`config.mk`:
```
export PLATFORM = sky130hd
export DESIGN_NAME = execute_flat
export DESIGN_NICKNAME = d
export VERILOG_FILES = /design/src/rtl/execute_if.sv /design/src/rtl/execute.sv /design/src/flat_wrapper.sv
export SDC_FILE = /design/constraint.sdc
export NUM_CORES = 1
export LEC_CHECK = 0
export CORE_AREA = 2 2 154 156
export CTS_BUF_LIST = sky130_fd_sc_hd__clkbuf_16
export DETAILED_ROUTE_END_ITERATION = 6
export DIE_AREA = 0 0 156 158
export PLACE_DENSITY_LB_ADDON = 0.2
export SYNTH_ARGS = -nofsm -noshare
export SYNTH_HDL_FRONTEND = slang
export SYNTH_SLANG_ARGS = --single-unit
```
`constraint.sdc`:
```
create_clock -name clk -period 11.45 [get_ports clk]
set_clock_uncertainty 0.2 [all_clocks]
set_input_delay 1.145 -clock clk [delete_from_list [all_inputs] [get_ports clk]]
set_output_delay 1.145 -clock clk [all_outputs]
set_load 0.01 [all_outputs]
```
`src/rtl/execute_if.sv`:
```
// Print output port of the execute stage: a character stream with valid/ready flow control.
interface execute_if;
  logic       print_valid;
  logic [7:0] print_data;
  logic       print_ready;

  modport master (output print_valid, output print_data, input print_ready);
  modport slave  (input print_valid, input print_data, output print_ready);
endinterface

```
`src/rtl/execute.sv`:
```
// Execute/writeback stage: ALU writeback into the shared register file, BRZ resolution,
// and a stalling PRINT port; one stage register set between select and the effects.
module execute #(
  parameter int NCORES = 4
) (
  input  logic                   clk,
  input  logic                   rst,
  input  logic [15:0]            ins_in,
  input  logic [15:0]            ptr_in,
  input  logic [15:0]            val_in,
  input  logic [NCORES*35-1:0]   rf_in,
  output logic [NCORES*35-1:0]   rf_out,
  output logic                   branch_en,
  output logic [15:0]            branch_addr,
  output logic                   alu_stall,
  execute_if.master              print_bus,
  output logic                   wb_err,
  output logic [31:0]            retired_count
);
  localparam int         EW       = 35;
  localparam logic [3:0] OP_PLUS  = 4'h1;
  localparam logic [3:0] OP_MINUS = 4'h2;
  localparam logic [3:0] OP_BRZ   = 4'h5;
  localparam logic [3:0] OP_PRINT = 4'h9;

  logic [15:0] s_ins_r;
  logic [15:0] s_ptr_r;
  logic [15:0] s_val_r;
  logic [3:0]  opcode_s;
  logic [15:0] imm_s;
  logic        is_alu_s;
  logic        hit_s;
  logic [15:0] res_s;

  assign opcode_s = s_ins_r[15:12];
  assign imm_s    = {4'h0, s_ins_r[11:0]};
  assign is_alu_s = (opcode_s == OP_PLUS) || (opcode_s == OP_MINUS);

  // Everything downstream is decoded from the stage registers, so reset clears it all.
  assign print_bus.print_valid = (opcode_s == OP_PRINT);
  assign print_bus.print_data  = print_bus.print_valid ? s_val_r[7:0] : 8'h00;
  assign alu_stall             = print_bus.print_valid && !print_bus.print_ready;
  assign branch_en             = (opcode_s == OP_BRZ) && (s_val_r == 16'h0000);
  assign branch_addr           = branch_en ? imm_s : 16'h0000;

  // ALU result for the instruction currently in stage.
  always_comb begin
    case (opcode_s)
      OP_PLUS:  res_s = s_val_r + imm_s;
      OP_MINUS: res_s = s_val_r - imm_s;
      default:  res_s = 16'h0000;
    endcase
  end

  // Writeback into the lowest valid+locked entry whose tag matches the data pointer.
  always_comb begin
    rf_out = rf_in;
    hit_s  = 1'b0;
    if (is_alu_s) begin
      for (int i = 0; i < NCORES; i++) begin
        if (!hit_s && rf_in[i*EW + 34] && rf_in[i*EW + 32] &&
            (rf_in[i*EW + 16 +: 16] == s_ptr_r)) begin
          hit_s                  = 1'b1;
          rf_out[i*EW +: 16]     = res_s;
          rf_out[i*EW + 32]      = 1'b0;
        end else begin
          hit_s = hit_s;
        end
      end
    end else begin
      hit_s = 1'b0;
    end
  end

  // Stage registers, retire counter and sticky writeback-error flag.
  always_ff @(posedge clk) begin
    if (rst) begin
      s_ins_r       <= 16'h0000;
      s_ptr_r       <= 16'h0000;
      s_val_r       <= 16'h0000;
      retired_count <= 32'h0000_0000;
      wb_err        <= 1'b0;
    end else begin
      if (!alu_stall) begin
        s_ins_r <= ins_in;
        s_ptr_r <= ptr_in;
        s_val_r <= val_in;
        if (s_ins_r != 16'h0000) begin
          retired_count <= retired_count + 32'd1;
        end
      end
      if (is_alu_s && !hit_s) begin
        wb_err <= 1'b1;
      end
    end
  end
endmodule
```
`src/flat_wrapper.sv`:
```
// flat-port wrapper written by rule: the top's interface ports become plain ports
module execute_flat 
#(
  parameter int NCORES = 4
)
  (clk, rst, ins_in, ptr_in, val_in, rf_in, rf_out, branch_en, branch_addr, alu_stall, wb_err, retired_count, print_bus_print_valid, print_bus_print_data, print_bus_print_ready);
  execute_if print_bus_i ();
  input  logic clk;
  input  logic rst;
  input  logic [15:0] ins_in;
  input  logic [15:0] ptr_in;
  input  logic [15:0] val_in;
  input  logic [NCORES*35-1:0] rf_in;
  output logic [NCORES*35-1:0] rf_out;
  output logic branch_en;
  output logic [15:0] branch_addr;
  output logic alu_stall;
  output logic wb_err;
  output logic [31:0] retired_count;
  output wire logic [$bits(print_bus_i.print_valid)-1:0] print_bus_print_valid;
  output wire logic [$bits(print_bus_i.print_data)-1:0] print_bus_print_data;
  input wire logic [$bits(print_bus_i.print_ready)-1:0] print_bus_print_ready;
  assign print_bus_print_valid = print_bus_i.print_valid;
  assign print_bus_print_data = print_bus_i.print_data;
  assign print_bus_i.print_ready = print_bus_print_ready;
  execute #(.NCORES(NCORES)) u_core (.clk(clk), .rst(rst), .ins_in(ins_in), .ptr_in(ptr_in), .val_in(val_in), .rf_in(rf_in), .rf_out(rf_out), .branch_en(branch_en), .branch_addr(branch_addr), .alu_stall(alu_stall), .print_bus(print_bus_i), .wb_err(wb_err), .retired_count(retired_count));
endmodule
```
Yosys cells after proc, flatten, opt, wreduce, memory -nomap -nowiden
Index checks and enable logic that the tools add are counted.

Mux-type cells: 27. Reduce and logical (&&, ||, !) cells: 23. Add/sub/neg operators: 3. Equal/unequal tests: 8. Bitwise logic cells: 1.

Operators by type and width (number): $mux W16 (8); $eq A16 B16 Y1 (4); $add A32 B1 Y32 const B (1); $pmux W16 S2 (1); $add A16 B12 Y16 (1); $logic_not A16 Y1 (1); $mux W1 (16); $reduce_bool A16 Y1 (1); $sub A16 B12 Y16 (1); $logic_and A1 B1 Y1 (14); $mux W12 (1); $mux W8 (1); $logic_not A1 Y1 (5); $eq A4 B1 Y1 const B (1); $eq A4 B2 Y1 const B (1); $eq A4 B3 Y1 const B (1); $eq A4 B4 Y1 const B (1); $reduce_and A2 Y1 (1); $logic_or A1 B1 Y1 (1); $not A1 Y1 (1).

Bits in registers: 81. Word-level logic and storage cells: 67.

Longest topological paths before layout
Gate-level depths: netlist of the first run.

Depth after elaboration: 24. Gate-level depth with buffers: 14. Gate-level depth less buffers: 14.

Worst setup path after synthesis of the first run
OpenSTA, ideal clock, no wires.

Kind: register -> output. Start point: register u_core.s_ins_r[0]. End point: output port rf_out[14]. Stages on the path, launching flop included: 15. Data required time: 10105 ps. Arrival: 3482 ps. Path slack: 6623 ps. Cells stage by stage: dfxtp_1 -> inv_1 -> ha_1 -> or4b_2 -> or2_2 -> nand2_1 -> xor2_1 -> ha_1 -> and3_1 -> nand2_1 -> a21oi_1 -> o41ai_1 -> nor3_1 -> or3_1 -> mux2_2.

Cells in the longest elaborated chain, start to end: 4.

RTL lines: start, declared (line execute.sv:26) `logic [15:0] s_ins_r;`; start signal, assigned (line execute.sv:85) `s_ins_r <= ins_in;`; $sub A16 B12 Y16 or $add A16 B12 Y16 (tied branches) (line execute.sv:50, execute.sv:49); $pmux W16 S2 * (line execute.sv:48) `case (opcode_s)`; $mux W16 * (line execute.sv:61) `if (!hit_s && rf_in[i*EW + 34] && rf_in[i*EW + 32] &&`; $mux W16 * (line execute.sv:59) `if (is_alu_s) begin`; end, declared (line flat_wrapper.sv:14) `output logic [NCORES*35-1:0] rf_out;`.

Every way passes the cells marked *; elsewhere a longest branch is shown, timed or not.

Worst setup path after layout of the first run
Start point: register u_core.s_ins_r[0]. End point: output port rf_out[84].

Same word-level chain as after synthesis.

==> results.md, run 1 <==
* Share of cells above drive strength 1 at 7.175%
* Crit end category: output port
* Worst setup path class: reg2out
* Leakage at 3.783 nW
* Gr ovfl total at 0
* DIE WIDTH at 156 um
* Vias per cell at 4.728
* Total Routing Usage GR at 21.96%
* Yosys Warn Count at 0
* Mean post-synth cell area at 7.858 um^2
* TritonCTS Buffers at 9
* Max Slew Vio Count at 0
* Sequential area share after synthesis at 25.04%
* Fin cells at 1392
* Mapped Cells at 824
* CTS Buffer Depth at 2
* Tightest Hold Check Type: reg2reg
* Synth unique cells at 53
* Reg clk slew, reported paths at 0.06 ns
* Maximum vdd drop at 0.07659 mV
* Final Cycle Share at 54.04%
* Power Dens Cells at 90.18 nW/um^2
* Worst slew pin tran at 1.060 ns
* Resized Gates After CTS at 0
* Hold Vio Cnt, Final at 0
* DRC violations left at 0
* DR vias at 6582
* CTS tree: done
* Flop2flop setup slack at 7.68 ns
* Initial DRC count at 254
* CP Cell Sequence: inv_1, ha_1, or4b_2, or2_2, nand2_1, xor2_1, ha_1, and3_1, nand2_1, a21oi_1, o41ai_1, nor4bb_1, or3_1, mux2_2, clkdlybuf4s50_1
* Relative slew slack at 29.26%
* CP startpoint kind: flop
* Number of I/O pins at 391
* CP peak stage delay at 0.67 ns
* CP top delay family: simple AND/OR/NAND/NOR gates
* Initial antenna violation count at 3
* Worst Path Arrival at 4.84 ns
* Die H at 158 um
* Post-synth EDFFs at 0
* Area growth from synthesis to layout at 57.14%
* Synth Cell Area at 6475 um^2
* RSZ-0062 raised after global routing: no
* Buf+Inv Stages, Crit Path at 2
* Sink Count at 81
* Crit Path Max Fanout at 5
* Setup WS pre-CTS at 5.544 ns
* Largest net degree at the start of global routing at 83
* Placer Congestion at 0.9409
* First-pass GRT wire length at 40030 um
* Fin worst setup slack at 5.262 ns
* I/O Buffers at 378
* Fmax at 161.6 MHz
* Vias in the first global route at 6255
* Maxcap violations at 0
* Final min period at 6.188 ns
* Avg WL per Cell at 20.47 um
* Post-route ant nets at 0
* Clk_lat worst skew at 0.34 ns
* Hold-fix buffers at CTS at 0
* Setup Buffers After CTS at 0
* TNS Setup at 0 ns
* Routed Wire Length at 28490 um
* Setup violations, final at 0
* Crit. Startpoint: u_core.s_ins_r[0]$_SDFFE_PP0N_
* CP required at 10.11 ns
* Number of cells after detailed placement at 1376
* Nets@finish at 1306
* Row count at 56
* Outcome: completed
* DR pass1 iterations at 4
* Initial Utilization at 28.09%
* Flop and latch count out of synthesis at 81
* Synth async-reset ratio at 0%
* Slowest library cell on the worst path: o41ai_1
* RR Startpoint: u_core.s_ins_r[12]$_SDFFE_PP0N_
* Ys flop type: dfxtp_1
* CTS H-Tree Depth at 3
* HPWL after DPL at 23500 um
* DIE AREA at 24650 um^2
* CTS root buffer: clkbuf_16
* Core area at 23050 um^2
* HP Start: u_core.wb_err$_SDFFE_PP0P_
==> worst paths after layout <==
| kind | end | cells after the start |
|---|---|---|
| setup reg to reg | u_core.retired_count[31]$_SDFFE_PP0P_ | 9 |
| hold reg to reg | u_core.wb_err$_SDFFE_PP0P_ | 2 |
| hold / removal | u_core.wb_err$_SDFFE_PP0P_ | 2 |
| setup / recovery | rf_out[84] | 15 |
==> cells in the final DEF, fill, tap and decap left out, types with 5 or more instances in the layout <==
master and count:
clkdlybuf4s50_1 377, nand2_1 118, xnor2_1 84, dfxtp_1 81
a21oi_1 64, nor2_1 52, mux2_2 49, xor2_1 29
nand3_1 21, o21ai_0 21, inv_1 21, and2_1 21
nor3_1 18, nand4_1 18, ha_1 17, or3_1 9
nor4_1 9, clkbuf_16 9, mux2_4 7, mux2i_1 6
and3_1 5
==> power breakdown <==
group          switching (mW)  internal (mW)  total [mW]
clock network           0.113          0.187       0.300
logic                   0.141          0.164       0.305
registers              0.0202          0.293       0.313
==> cell usage after synthesis (all sizes together) (2+ instances only) <==
cell,count,share of area (%)
ha,17,3.3
mux2,56,10
a21o,4,0.46
xnor2,84,11
or3,9,0.87
dfxtp,81,25
inv,21,1.2
clkbuf,35,2.0
mux2i,6,0.93
o21ai,21,1.6
nand3,21,1.6
nor2,54,3.1
and2,21,2.0
and3,5,0.48
xor2,29,3.9
and4b,2,0.31
nor2b,4,0.39
nand2,118,6.8
or3b,2,0.27
nor4bb,2,0.31
nor4b,4,0.54
o21a,4,0.46
nand2b,4,0.39
nand3b,2,0.23
nor4,9,0.87
a21oi,64,4.9
buf,86,10
o41ai,2,0.27
or4,3,0.35
nor3b,3,0.35
nor3,18,1.4
nand4,19,1.9
o31ai,2,0.23
==> state kept, by name, indices dropped and copies added (netlist names) <==
register and cells:
u_core.retired_count 32, u_core.s_ins_r 16, u_core.s_ptr_r 16, u_core.s_val_r 16
u_core.wb_err 1
==> cell type report <==
| cell class | count | area (um^2) |
|---|---|---|
| Clock buffer | 9 | 225.2 |
| Clock inverter | 6 | 75.07 |
| Inverter | 21 | 78.83 |
| Multi-Input combinational cell | 604 | 4015 |
| Tap cell | 290 | 362.8 |
| Antenna cell | 1 | 2.502 |
| Timing Repair Buffer | 380 | 3794 |
| Fill cell | 2323 | 12880 |
| Sequential cell | 81 | 1622 |
==> layer usage <==
layer  global-route usage [%]  share of wire (%)  up-vias
met5                        0              0.091        -
li1                         -                  -     3237
met1                    28.13                 44     3067
met3                    7.884                8.5       33
met4                    6.597                2.6        4
met2                    34.62                 44      241
==> per-stage QoR <==
| stage | hold WS (ns) | power [mW] | util, % | area [um^2] |
|---|---|---|---|---|
| final | 0.2811 | 0.9175 | 44.14 | 10170 |
| after global routing | 0.3083 | 0.9612 | 44.14 | 10170 |
| after CTS | 0.2827 | 0.9269 | 44.13 | 10170 |
| after detailed placement | 0.2676 | 0.6253 | 42.82 | 9872 |
| after global placement | 0.2590 | 0.6256 | 42.82 | 9872 |
| after floorplan | 0.2488 | 0.4668 | - | 6486 |
==> kinds of logic after synthesis <==
group,share of synthesized area [%]
and+or+nand+nor,22.69
buffers and inverters,13.33
xor gates and xnor gates,15.29
AOI/OAI and AO/OA,8.928
DFF,25.04
muxes,11.07
adders and majority gates,3.594
other,0.05792
==> worst register-to-register path: stages, from the launching register on <==
cell and delay, ns:
dfxtp_1 0.35, nor4bb_2 0.18, buf_4 0.19, nand2b_2 0.68, inv_2 0.64, nor2_1 0.53
and3_1 0.41, nand4_1 0.15, or3_1 0.33, nand2_1 0.07
(Power assumes the default switching activity.)
==> run 2, diff against run 1 <==
CORE_AREA = default   (was 2 2 154 156)
CORE_ASPECT_RATIO = 0.6   (was default)
CORE_MARGIN = 2   (was default)
CORE_UTILIZATION = 35   (was default)
DIE_AREA = default   (was 0 0 156 158)
clock period = 5.45 ns   (was 11.45 ns; I/O delays follow)
==> run 2 against run 1 <==
  * Global-route usage grew 4.0 points
  * Via count grew 1.0%
  * Final cell count down 3.2%
  * Sequential power up 110%
  * First-iteration DRC count grew 98%
  * Die area is 20% lower
  * Non-clock buffer count up 6
  * Flip-flop and latch count is the same
==> results.md, run 2 (synthesized netlist as in run 1, its figures left out) <==
* CTS H-Tree Depth at 3
* Number of cells after detailed placement at 1329
* Total Routing Usage GR at 25.92%
* Power Dens Cells at 187.7 nW/um^2
* CTS Buffer Depth at 2
* Nets@finish at 1312
* Maximum vdd drop at 0.1704 mV
* Routed Wire Length at 26630 um
* Worst setup path class: reg2out
* Setup violations, final at 0
* Leakage at 3.827 nW
* CP startpoint kind: flop
* Max reg flops at 32
* Tightest Hold Check Type: reg2reg
* Final min period at 5.349 ns
* TritonCTS Buffers at 9
* Die H at 109.4 um
* Placer Congestion at 0.9324
* Final Cycle Share at 98.15%
* CP required at 4.70 ns
* Fillers at 1689
* DRC violations left at 0
* DR vias at 6650
* Crit end category: output port
* Hold Vio Cnt, Final at 0
* Post-route ant nets at 0
* CTS tree: done
* Most frequent cells in the layout: 376 x clkdlybuf4s50_1, 118 x nand2_1, 83 x xnor2_1
* Share of cells above drive strength 1 at 8.311%
* I/O Buffers at 378
* Maxcap violations at 0
* DR pass1 iterations at 5
* Initial antenna violation count at 1
* Worst slew pin tran at 1.025 ns
* Initial DRC count at 503
* Gr ovfl total at 0
* Number of I/O pins at 391
* Relative slew slack at 31.58%
* CTS root buffer: clkbuf_16
* DIE AREA at 19640 um^2
* Biggest register: u_core.retired_count
* Vias in the first global route at 6225
* Clk_lat worst skew at 0.34 ns
* Fin worst setup slack at 0.1006 ns
* Setup WS pre-CTS at 0.3255 ns
* HPWL after DPL at 21530 um
* Area growth from synthesis to layout at 57.12%
* Crit Path Max Fanout at 5
* Leading cell type in the layout, fill and taps excluded: clkdlybuf4s50_1
* First-pass GRT wire length at 38890 um
* Initial Utilization at 35.74%
* Post-DP Area at 9823 um^2
* Fin cells at 1348
* Row count at 38
* Largest net degree at the start of global routing at 67
* Fmax at 186.9 MHz
* Sink Count at 81
* Worst Path Arrival at 4.60 ns
* Max Slew Vio Count at 0
* Vias per cell at 4.933
* Core area at 18110 um^2
* Reg clk slew, reported paths at 0.06 ns
* Final core utilization at 56.16%
* Post-route cell area at 10170 um^2
* DIE WIDTH at 179.6 um
* Avg WL per Cell at 19.76 um
* Outcome: completed
## run 2: cell types whose count changed in the layout (fill, tap and decap cells not counted), moves of 2 or more
| cell | previous run | this run |
|---|---|---|
| o21ai_1 | 0 | 2 |
| buf_4 | 2 | 8 |
| clkinv_4 | 0 | 2 |
| o21ai_0 | 21 | 19 |
| clkinv_1 | 3 | 0 |
## run 2: area by class of cell
| class | instances | area [um^2] | area share, % |
|---|---|---|---|
| Timing Repair Buffer | 386 | 3841 | 37.76 |
| Antenna cell | 1 | 2.502 | 0.02460 |
| Inverter | 21 | 78.83 | 0.7748 |
| Clock buffer | 9 | 225.2 | 2.214 |
| Clock inverter | 6 | 68.82 | 0.6764 |
| Sequential cell | 81 | 1623 | 15.95 |
| Tap cell | 240 | 300.3 | 2.952 |
| Multi-Input combinational cell | 604 | 4034 | 39.65 |
## run 2: per-layer routing
metal | up-vias | GRT usage (%) | routed length (um)
li1 | 3257 | - | -
met5 | - | 0 | 0
met4 | 0 | 3.891 | 229
met3 | 16 | 5.499 | 1834
met1 | 3110 | 40.15 | 13660
met2 | 267 | 36.81 | 10910
## run 2: worst max-delay path, cell delays in order (launching register included)
cell and delay, ns:
dfxtp_2 0.35, inv_1 0.08, ha_1 0.18, or4b_2 0.62, or2_2 0.33, nand2_1 0.09
xor2_1 0.16, ha_1 0.29, and3_1 0.20, nand2_1 0.08, a21oi_1 0.06, o41ai_2 0.52
nor3_1 0.13, or3_4 0.44, mux2_4 0.27, clkdlybuf4s50_1 0.47
## run 2: path summary, 6_finish.rpt
kind	start	to	slack [ns]	depth (start not counted)
worst max register to register	u_core.s_ins_r[0]$_SDFFE_PP0N_	u_core.retired_count[17]$_SDFFE_PP0P_	2.36	9
worst min-delay path	u_core.retired_count[31]$_SDFFE_PP0P_	u_core.retired_count[31]$_SDFFE_PP0P_	0.29	2
worst max-delay path	u_core.s_ins_r[0]$_SDFFE_PP0N_	rf_out[119]	0.10	15
worst min register to register	u_core.retired_count[31]$_SDFFE_PP0P_	u_core.retired_count[31]$_SDFFE_PP0P_	0.29	2
## run 2: per-stage QoR
stage	TNS (ns)	hold WS [ns]	power, mW
2_1_floorplan	0	0.2488	0.9808
6_report	0	0.2855	1.910
4_1_cts	0	0.2862	1.910
5_1_grt	-0.1898	0.3067	1.995
3_5_place_dp	0	0.2777	1.294
3_3_place_gp	0	0.2716	1.291
## run 2: power breakdown
part           internal (mW)  total [mW]  leakage, nW  switching (mW)
Sequential             0.616       0.659        0.667          0.0434
Clock                  0.355       0.605        0.142           0.251
Combinational          0.353       0.645         3.02           0.292
## run 2: timing repair
item,in CTS,in global routing
endpoints found under the hold margin,0,0
hold buffers,0,0
endpoints found under the setup margin,8,17
resized for setup,2,6
buffers inserted,0,3
pin swaps,0,3
==> run 3, diff against run 2 <==
CTS_CLUSTER_DIAMETER = 30   (was default)
==> results of run 3 <==
Final layout, timing and power as in run 2 (identical DEF).
